$ cat src/rtl/acc_stream_rx.sv
// rtl/acc_stream_rx.sv - DMA receive FIFO with valid/ready output, framing and Wishbone control window
//
// Purpose:
//   Absorbs the DMA's valid-only word bursts in a first-word-fall-through
//   FIFO, presents them on a valid/ready stream with end-of-frame marking,
//   and tracks overflow and dropped words for the CPU.
//
// Ports:
//   wb_clk_i, wb_rst_i      clock, asynchronous active-high reset
//   in_valid, in_data       DMA word strobe and data (no backpressure)
//   out_valid, out_data     FIFO head word (data forced to 0 when empty)
//   out_last, out_ready     end-of-frame flag, consumer accept
//   wbs_*                   Wishbone slave: CTRL 0x00, FRAME_LEN 0x04,
//                           STATUS 0x08, DROP_CNT 0x0C (window adr[31:24]=0x31)

module acc_stream_rx #(
  parameter int DATA_WIDTH = 32,
  parameter int DEPTH      = 8
) (
  input  logic                  wb_clk_i,
  input  logic                  wb_rst_i,
  input  logic                  in_valid,
  input  logic [DATA_WIDTH-1:0] in_data,
  output logic                  out_valid,
  output logic [DATA_WIDTH-1:0] out_data,
  output logic                  out_last,
  input  logic                  out_ready,
  input  logic                  wbs_cyc_i,
  input  logic                  wbs_stb_i,
  input  logic                  wbs_we_i,
  input  logic [3:0]            wbs_sel_i,
  input  logic [31:0]           wbs_adr_i,
  input  logic [31:0]           wbs_dat_i,
  output logic                  wbs_ack_o,
  output logic [31:0]           wbs_dat_o
);

  localparam int AW = $clog2(DEPTH);

  typedef enum logic {WB_IDLE, WB_ACK} wb_state_t;

  wb_state_t             r_state;
  wb_state_t             w_state_nxt;
  logic                  w_accept;

  logic [DATA_WIDTH-1:0] r_mem [DEPTH];
  logic [AW-1:0]         r_wr_ptr;
  logic [AW-1:0]         r_rd_ptr;
  logic [AW:0]           r_count;
  logic                  r_en;
  logic [15:0]           r_frame_len;
  logic [15:0]           r_word_cnt;
  logic                  r_ovf;
  logic [15:0]           r_drop_cnt;
  logic [31:0]           r_dat_o;

  logic                  w_full;
  logic                  w_empty;
  logic                  w_pop;
  logic                  w_push;
  logic                  w_drop;
  logic                  w_req;
  logic                  w_wr_ctrl;
  logic                  w_wr_flen;
  logic                  w_clr;
  logic [31:0]           w_rd_data;
  logic                  w_unused_ok;

  assign w_unused_ok = ^{wbs_sel_i, wbs_adr_i[23:8], wbs_dat_i[31:16]};

  assign w_full    = (r_count == (AW+1)'(DEPTH));
  assign w_empty   = (r_count == '0);
  assign out_valid = !w_empty;
  assign out_data  = out_valid ? r_mem[r_rd_ptr] : '0;
  assign out_last  = out_valid && (r_frame_len != 16'd0) &&
                     (r_word_cnt >= (r_frame_len - 16'd1));

  assign w_pop  = out_valid && out_ready;
  // A full FIFO still accepts a word when the head leaves in the same cycle.
  assign w_push = in_valid && r_en && (!w_full || w_pop);
  assign w_drop = in_valid && r_en && w_full && !w_pop;

  assign w_req     = wbs_cyc_i && wbs_stb_i && (wbs_adr_i[31:24] == 8'h31);
  assign w_wr_ctrl = w_accept && wbs_we_i && (wbs_adr_i[7:0] == 8'h00);
  assign w_wr_flen = w_accept && wbs_we_i && (wbs_adr_i[7:0] == 8'h04);
  assign w_clr     = w_wr_ctrl && wbs_dat_i[1];

  assign wbs_ack_o = (r_state == WB_ACK);
  assign wbs_dat_o = r_dat_o;

  always_comb begin
    w_rd_data = 32'd0;
    case (wbs_adr_i[7:0])
      8'h00:   w_rd_data = {31'd0, r_en};
      8'h04:   w_rd_data = {16'd0, r_frame_len};
      8'h08:   w_rd_data = {13'd0, w_full, w_empty, r_ovf,
                            {(16-AW-1){1'b0}}, r_count};
      8'h0C:   w_rd_data = {16'd0, r_drop_cnt};
      default: w_rd_data = 32'd0;
    endcase
  end

  always_ff @(posedge wb_clk_i or posedge wb_rst_i) begin
    if (wb_rst_i) r_state <= WB_IDLE;
    else          r_state <= w_state_nxt;
  end

  // ACK always falls back to IDLE, so a held request needs a fresh IDLE cycle.
  always_comb begin
    w_state_nxt = r_state;
    w_accept    = 1'b0;
    case (r_state)
      WB_IDLE: begin
        if (w_req) begin
          w_accept    = 1'b1;
          w_state_nxt = WB_ACK;
        end
      end
      default: w_state_nxt = WB_IDLE;
    endcase
  end

  always_ff @(posedge wb_clk_i) begin
    if (w_push && !w_clr) r_mem[r_wr_ptr] <= in_data;
  end

  always_ff @(posedge wb_clk_i or posedge wb_rst_i) begin
    if (wb_rst_i) begin
      r_wr_ptr    <= '0;
      r_rd_ptr    <= '0;
      r_count     <= '0;
      r_en        <= 1'b0;
      r_frame_len <= 16'd0;
      r_word_cnt  <= 16'd0;
      r_ovf       <= 1'b0;
      r_drop_cnt  <= 16'd0;
      r_dat_o     <= 32'd0;
    end else begin
      if (w_accept && !wbs_we_i) r_dat_o <= w_rd_data;
      else                       r_dat_o <= 32'd0;

      if (w_wr_ctrl) r_en        <= wbs_dat_i[0];
      if (w_wr_flen) r_frame_len <= wbs_dat_i[15:0];

      if (w_clr) begin
        // Clear wins over any same-cycle push, pop or drop.
        r_wr_ptr   <= '0;
        r_rd_ptr   <= '0;
        r_count    <= '0;
        r_word_cnt <= 16'd0;
        r_ovf      <= 1'b0;
        r_drop_cnt <= 16'd0;
      end else begin
        if (w_push) r_wr_ptr <= r_wr_ptr + 1'b1;
        if (w_pop)  r_rd_ptr <= r_rd_ptr + 1'b1;
        case ({w_push, w_pop})
          2'b10:   r_count <= r_count + 1'b1;
          2'b01:   r_count <= r_count - 1'b1;
          default: r_count <= r_count;
        endcase
        if (w_pop) r_word_cnt <= out_last ? 16'd0 : r_word_cnt + 16'd1;
        if (w_drop) begin
          r_ovf <= 1'b1;
          if (r_drop_cnt != 16'hFFFF) r_drop_cnt <= r_drop_cnt + 16'd1;
        end
      end
    end
  end

endmodule
$ cat config.mk
export PLATFORM = sky130hd
export DESIGN_NAME = acc_stream_rx
export DESIGN_NICKNAME = d
export VERILOG_FILES = /design/src/rtl/acc_stream_rx.sv
export SDC_FILE = /design/constraint.sdc
export NUM_CORES = 1
export LEC_CHECK = 0
export BUFFER_PORTS_ARGS = -buffer_cell sky130_fd_sc_hd__buf_2
export CAP_MARGIN = 20
export CELL_PAD_IN_SITES_DETAIL_PLACEMENT = 1
export CELL_PAD_IN_SITES_GLOBAL_PLACEMENT = 1
export CORE_MARGIN = 2
export CORE_UTILIZATION = 35
export CTS_BUF_LIST = sky130_fd_sc_hd__clkbuf_8
export DETAILED_ROUTE_END_ITERATION = 6
export PLACE_DENSITY = 0.67
export SETUP_SLACK_MARGIN = 0.5
export SLEW_MARGIN = 20
export SYNTH_ARGS = -nofsm -noshare
export SYNTH_HDL_FRONTEND = slang
export SYNTH_SLANG_ARGS = --single-unit
$ cat constraint.sdc
create_clock -name wb_clk_i -period 5.6 [get_ports wb_clk_i]
set_clock_uncertainty 0.2 [all_clocks]
set_input_delay 0.28 -clock wb_clk_i [delete_from_list [all_inputs] [get_ports wb_clk_i]]
set_output_delay 0.28 -clock wb_clk_i [all_outputs]
set_load 0.02 [all_outputs]
---- Word-level counts from Yosys, hierarchy flattened ----
Memories as Yosys holds them, arrays and structs flattened.
Cells that the tools add are included.
word-level totals
  bits in writable memories ............... 256
  register bits after elaboration ......... 93
  memories kept ........................... 1
  logic and storage cells ................. 78
operators by class
  add/sub/neg operators ................... 7
  magnitude comparators ................... 1
  reduce and logical (&&, ||, !) cells .... 30
  muxes and demuxes ....................... 21
  eq/ne operators ......................... 8
memories
  name   words  bits a word  read ports  clocked after Yosys merged registers in  wr ports  line  source
  r_mem  8      32           1           0                                        1         46    logic [DATA_WIDTH-1:0] r_mem [DEPTH];
operators by type and width
  operator                 number
  $mux W16                 6
  $pmux W19 S4             1
  $mux W32                 2
  $add A16 B1 Y16 const B  2
  $eq A8 B4 Y1 const B     2
  $ge A16 B16 Y1           1
  $ne A16 B16 Y1 const B   1
  $reduce_bool A16 Y1      1
  $sub A16 B1 Y16 const B  1
  $logic_and A1 B1 Y1      15
  $mux W3                  4
  $eq A8 B3 Y1 const B     1
  $eq A8 B6 Y1 const B     1
  $logic_not A8 Y1         1
  $pmux W4 S2              1
  $reduce_bool A2 Y1       4
  $add A3 B1 Y3 const B    2
  $mux W1                  6
  $logic_not A1 Y1         5
  $add A4 B1 Y4 const B    1
  $eq A4 B4 Y1 const B     1
  $logic_not A4 Y1         1
  $mux W4                  1
  $sub A4 B1 Y4 const B    1
  5 further kinds          5

---- Depth between registers and ports, before layout ----
  depth in word-level cells ............... 11
  depth in mapped cells ................... 15
  gate-level depth less buffers ........... 14

---- Worst setup path before layout ----
No wires, ideal clock.
  kind .................................... register to register
  from .................................... reg r_state (netlist: wbs_ack_o)
  to ...................................... mem r_mem[4][0], enable pin
  setup slack ............................. 1093 ps
  cell stages (with the launch flop) ...... 7
  data required time ...................... 4932 ps
  arrival ................................. 3839 ps
  path buffers ............................ 0
  cell sequence ........................... dfrtp_1 > nor4bb_1 > and3_1 > nor4b_1 > and2_1 > or3_1 > nor3b_1
on the way
  word-level cells in the longest chain between the ends .. 8
ends and longest elaborated chain
  element                           line  source
  from (decl)                       42    wb_state_t r_state;
  from (signal assigned)            105   else r_state <= w_state_nxt;
  $mux W1                           112   case (r_state)
  $logic_and A1 B1 Y1 (2 in a row)  84    assign w_wr_ctrl = w_accept && wbs_we_i && (wbs_adr_i[7:0] == 8'h00);
  $logic_and A1 B1 Y1               86    assign w_clr = w_wr_ctrl && wbs_dat_i[1];
  $logic_not A1 Y1                  124   if (w_push && !w_clr) r_mem[r_wr_ptr] <= in_data;
  $logic_and A1 B1 Y1               124
  $mux W1                           124
  $mux W1 (implied by the code)     124
  to (decl)                         46
Every way passes these cells.

---- Worst setup path after layout ----
  from .................................... reg r_frame_len[2]
  to ...................................... out out_last
on the way
  word-level cells in the longest chain between the ends .. 3
ends and longest elaborated chain
  element                                                        line    source
  from (decl)                                                    51      logic [15:0] r_frame_len;
  from (signal assigned)                                         143     if (w_wr_flen) r_frame_len <= wbs_dat_i[15:0];
  $sub A16 B1 Y16 / $reduce_bool A16 Y1 (equally long branches)  76, 75
  $ge A16 B16 Y1 / $logic_and A1 B1 Y1 (equally long branches)   76, 75
  $logic_and A1 B1 Y1 *                                          75      assign out_last = out_valid && (r_frame_len != 16'd0) &&
  to (decl)                                                      26      output logic out_last,
Mark *: on every way between the ends. The rest lies on a longest branch, timed or not.

==> flow_summary_export.csv <==
group,metric,value,unit
worst_setup_path,start_kind,"flop",
power_and_ir_drop,powerDensity,388,mW/mm2
route,dr.pass1.iters,4,
worst_setup_path,required,5.12,ns
yosys,synth-seq-cells,336,
timing,setup-violations-final,0,
power_and_ir_drop,comb_power_share,0.257,
global_routing,grt_start_max_net_pins,44,
clock_tree,cts_tree,"yes",
timing,max_freq,0.224,GHz
timing,min_period_over_period,0.796,
power_and_ir_drop,swShare,0.316,
yosys,yosysSeqAreaShare,0.679,
power_and_ir_drop,ir_worst_vdd,0.262,mV
power_and_ir_drop,clockPowerShare,0.303,
timing,hold_viol,0,
yosys,synth_top_area_cell,"edfxtp_1",
clock_tree,root_buffer,"clkbuf_8",
worst_hold_path,hold_class,"input pin to flop",
floorplanning,die_h,206,um
power_and_ir_drop,seqPwrFrac,0.440,
global_routing,grt_pass1_wl,52200,um
power_and_ir_drop,p_sw,2.11,mW
route,drt_iter0_markers,331,
floorplanning,die_x,206,um
layout,mostFrequentLayoutCells,"256 x edfxtp_1, 124 x buf_2, 89 x nor2_1",
route,drc,0,
worst_hold_path,min_path_cells,5,
layout,area_delta_synth_final,20.4,%
yosys,ys.flop_type,"edfxtp_1",
power_and_ir_drop,totalPowerFinal,6.67,mW
placed_design,io_buffers,124,
timing,whs,0.0392,ns
clock_tree,clockBufferDepth,3,
clock_tree,path_clk_slew,0.06,ns
clock_tree,cts-buffers-inserted,55,
global_routing,grt.overflow.total,0,
worst_setup_path,cp.arrival,3.98,ns
layout,drive_above_1_share,0.281,
power_and_ir_drop,leakage,6.60,nW
route,final_antenna_net_count,0,
timing,setup_tns,0,ns
yosys,netlist_top_cells_area,"edfxtp_1 54%, dfrtp_1 14%, mux4_2 10%, nor2_1 2.4%, mux2i_1 2.4%",
clock_tree,cts_sinks,336,
yosys,synth_area,0.0143,mm2
timing,relSlewSlack,0.325,
yosys,syn_avg_cell_area,16.1,um2
job,cap_violations,0,
placed_design,place.gp.congestion,0.738,
timing,drv_slew,0,
worst_setup_path,cp_max_fo,6,
layout,nets,1242,
yosys,ys_warn_count,0,
clock_tree,worstSkewPairLatency,0.63,ns
yosys,synth_cell_types,58,
worst_setup_path,reg2regPathDepth,13,
floorplanning,pin_count,174,
global_routing,grt_use_total,0.163,
floorplanning,coreArea,0.0400,mm2
global_routing,grt_pass1_vias,9112,
floorplanning,fp-row-count,73,
floorplanning,initial_core_util,0.357,
clock_tree,post_cts_resized,0,
route,route.detailed.wl_per_inst,20.0,um
layout,layout_commonest_cell,"edfxtp_1",
placed_design,dp.final_hpwl,19500,um
yosys,synth_cells,888,
yosys,async_flop_share,0.238,
route,wl,33600,um
yosys,synth-edff-count,256,
timing,tightest_slew,1.01,ns
status,status,"completed",
clock_tree,htreeDepth,2,
worst_setup_path,criticalPathCategory,"flop to primary output",
power_and_ir_drop,intPower,4.56,mW
route,vias_per_cell,4.99,
worst_setup_path,end_kind,"primary output",
timing,rsz0062_at_grt,"false",
route,vias,8383,
yosys,synth_top_area_share,0.539,
global_routing,antenna_found_initial,2,
floorplanning,die-area,0.0424,mm2
worst_setup_path,r2r_slack,1.22,ns
timing,finalCriticalPeriod,4.46,ns
## synth_stat cells (all sizes together), types with 2 or more instances
cell type  number
nor4bb          2
a21o            3
mux2i          34
a22oi          15
inv            22
nand2          37
o21ai          17
and2            4
nand3          22
or3            11
and3            7
clkbuf         20
a211oi          2
nor4            5
buf            27
o22ai           6
and4            4
edfxtp        256
dfrtp          80
or2             2
a2111oi         2
nor3b           8
xnor2          15
a21oi          29
nor2           93
mux4           65
nand4           9
or4             3
nand2b          5
nor3           10
xor2           18
mux2           19
ha             23
## state kept, by name (all words and copies together) (netlist names)
name,cells
r_en,1
r_rd_ptr,3
r_word_cnt,16
r_ovf,1
r_frame_len,16
r_mem,256
r_drop_cnt,16
r_count,4
wbs_ack_o,1
wbs_dat_o,19
r_wr_ptr,3
## final timing paths
check | startpoint | end
max in group asynchronous | wb_rst_i | r_rd_ptr[0]
hold reg to reg | r_ovf | wbs_dat_o[16]
setup reg to reg | r_frame_len[2] | r_word_cnt[5]
setup / recovery | r_frame_len[2] | out_last
hold / removal | in_valid | r_count[1]
min in group asynchronous | wb_rst_i | r_drop_cnt[8]
## through the flow
stage	instance area, um2	cells	utilization	worst slack, ns
floorplan	14300	900	-	1.09
global placement	15500	1518	0.388	1.18
detailed placement	15500	1518	0.388	1.15
CTS	17200	1678	0.429	1.02
global route	17200	1681	0.429	0.731
finish	17200	1681	0.429	1.14
## power groups by stage
stage	registers [mW]	clock network (mW)	logic, mW
4_1_cts	2.94	2.10	1.75
3_3_place_gp	2.99	0	1.69
2_1_floorplan	2.83	0	1.34
3_5_place_dp	2.99	0	1.71
6_report	2.93	2.02	1.71
5_1_grt	2.96	2.21	1.87
## kinds of logic after synthesis
kind of cell,share of synthesized area
adders and majority gates,0.0216
muxes,0.141
AOI/OAI and AO/OA,0.0352
and+or+nand+nor,0.0802
buffers and inverters,0.0224
xor gates and xnor gates,0.0202
DFF,0.679
other,0.000263
## area by class of cell
| type | count | area (um2) |
|---|---|---|
| Fill cell | 4036 | 22800 |
| Sequential cell | 336 | 9700 |
| Multi-Input combinational cell | 495 | 4360 |
| Timing Repair Buffer | 201 | 1350 |
| Clock buffer | 59 | 812 |
| Tap cell | 525 | 657 |
| Clock inverter | 40 | 219 |
| Inverter | 22 | 83.8 |
| Antenna cell | 3 | 7.51 |
## layer usage
metal,vias to the layer above,share of wire,global-route usage
li1,3849,-,-
met2,194,0.49,0.277
met4,0,0.019,0.0464
met5,-,0,0
met1,4281,0.43,0.210
met3,59,0.053,0.0363
## critical path: stages, from the launching register on
cell and delay [ns]:
dfrtp_1 0.44, or3_4 0.44, nor4_1 0.39, nand2_1 0.16, nor3_1 0.20, xnor2_1 0.10
ha_1 0.31, and4_1 0.25, o211ai_1 0.09, or4_1 0.40, nand3_1 0.15, and2_4 0.19
buf_2 0.20
## repair_timing
action / in CTS / in global routing
buffers inserted: 0 / 0
hold buffers: 61 / 0
endpoints found under the hold margin: 322 / 0
Note: power is estimated with default switching activity, not from simulation.
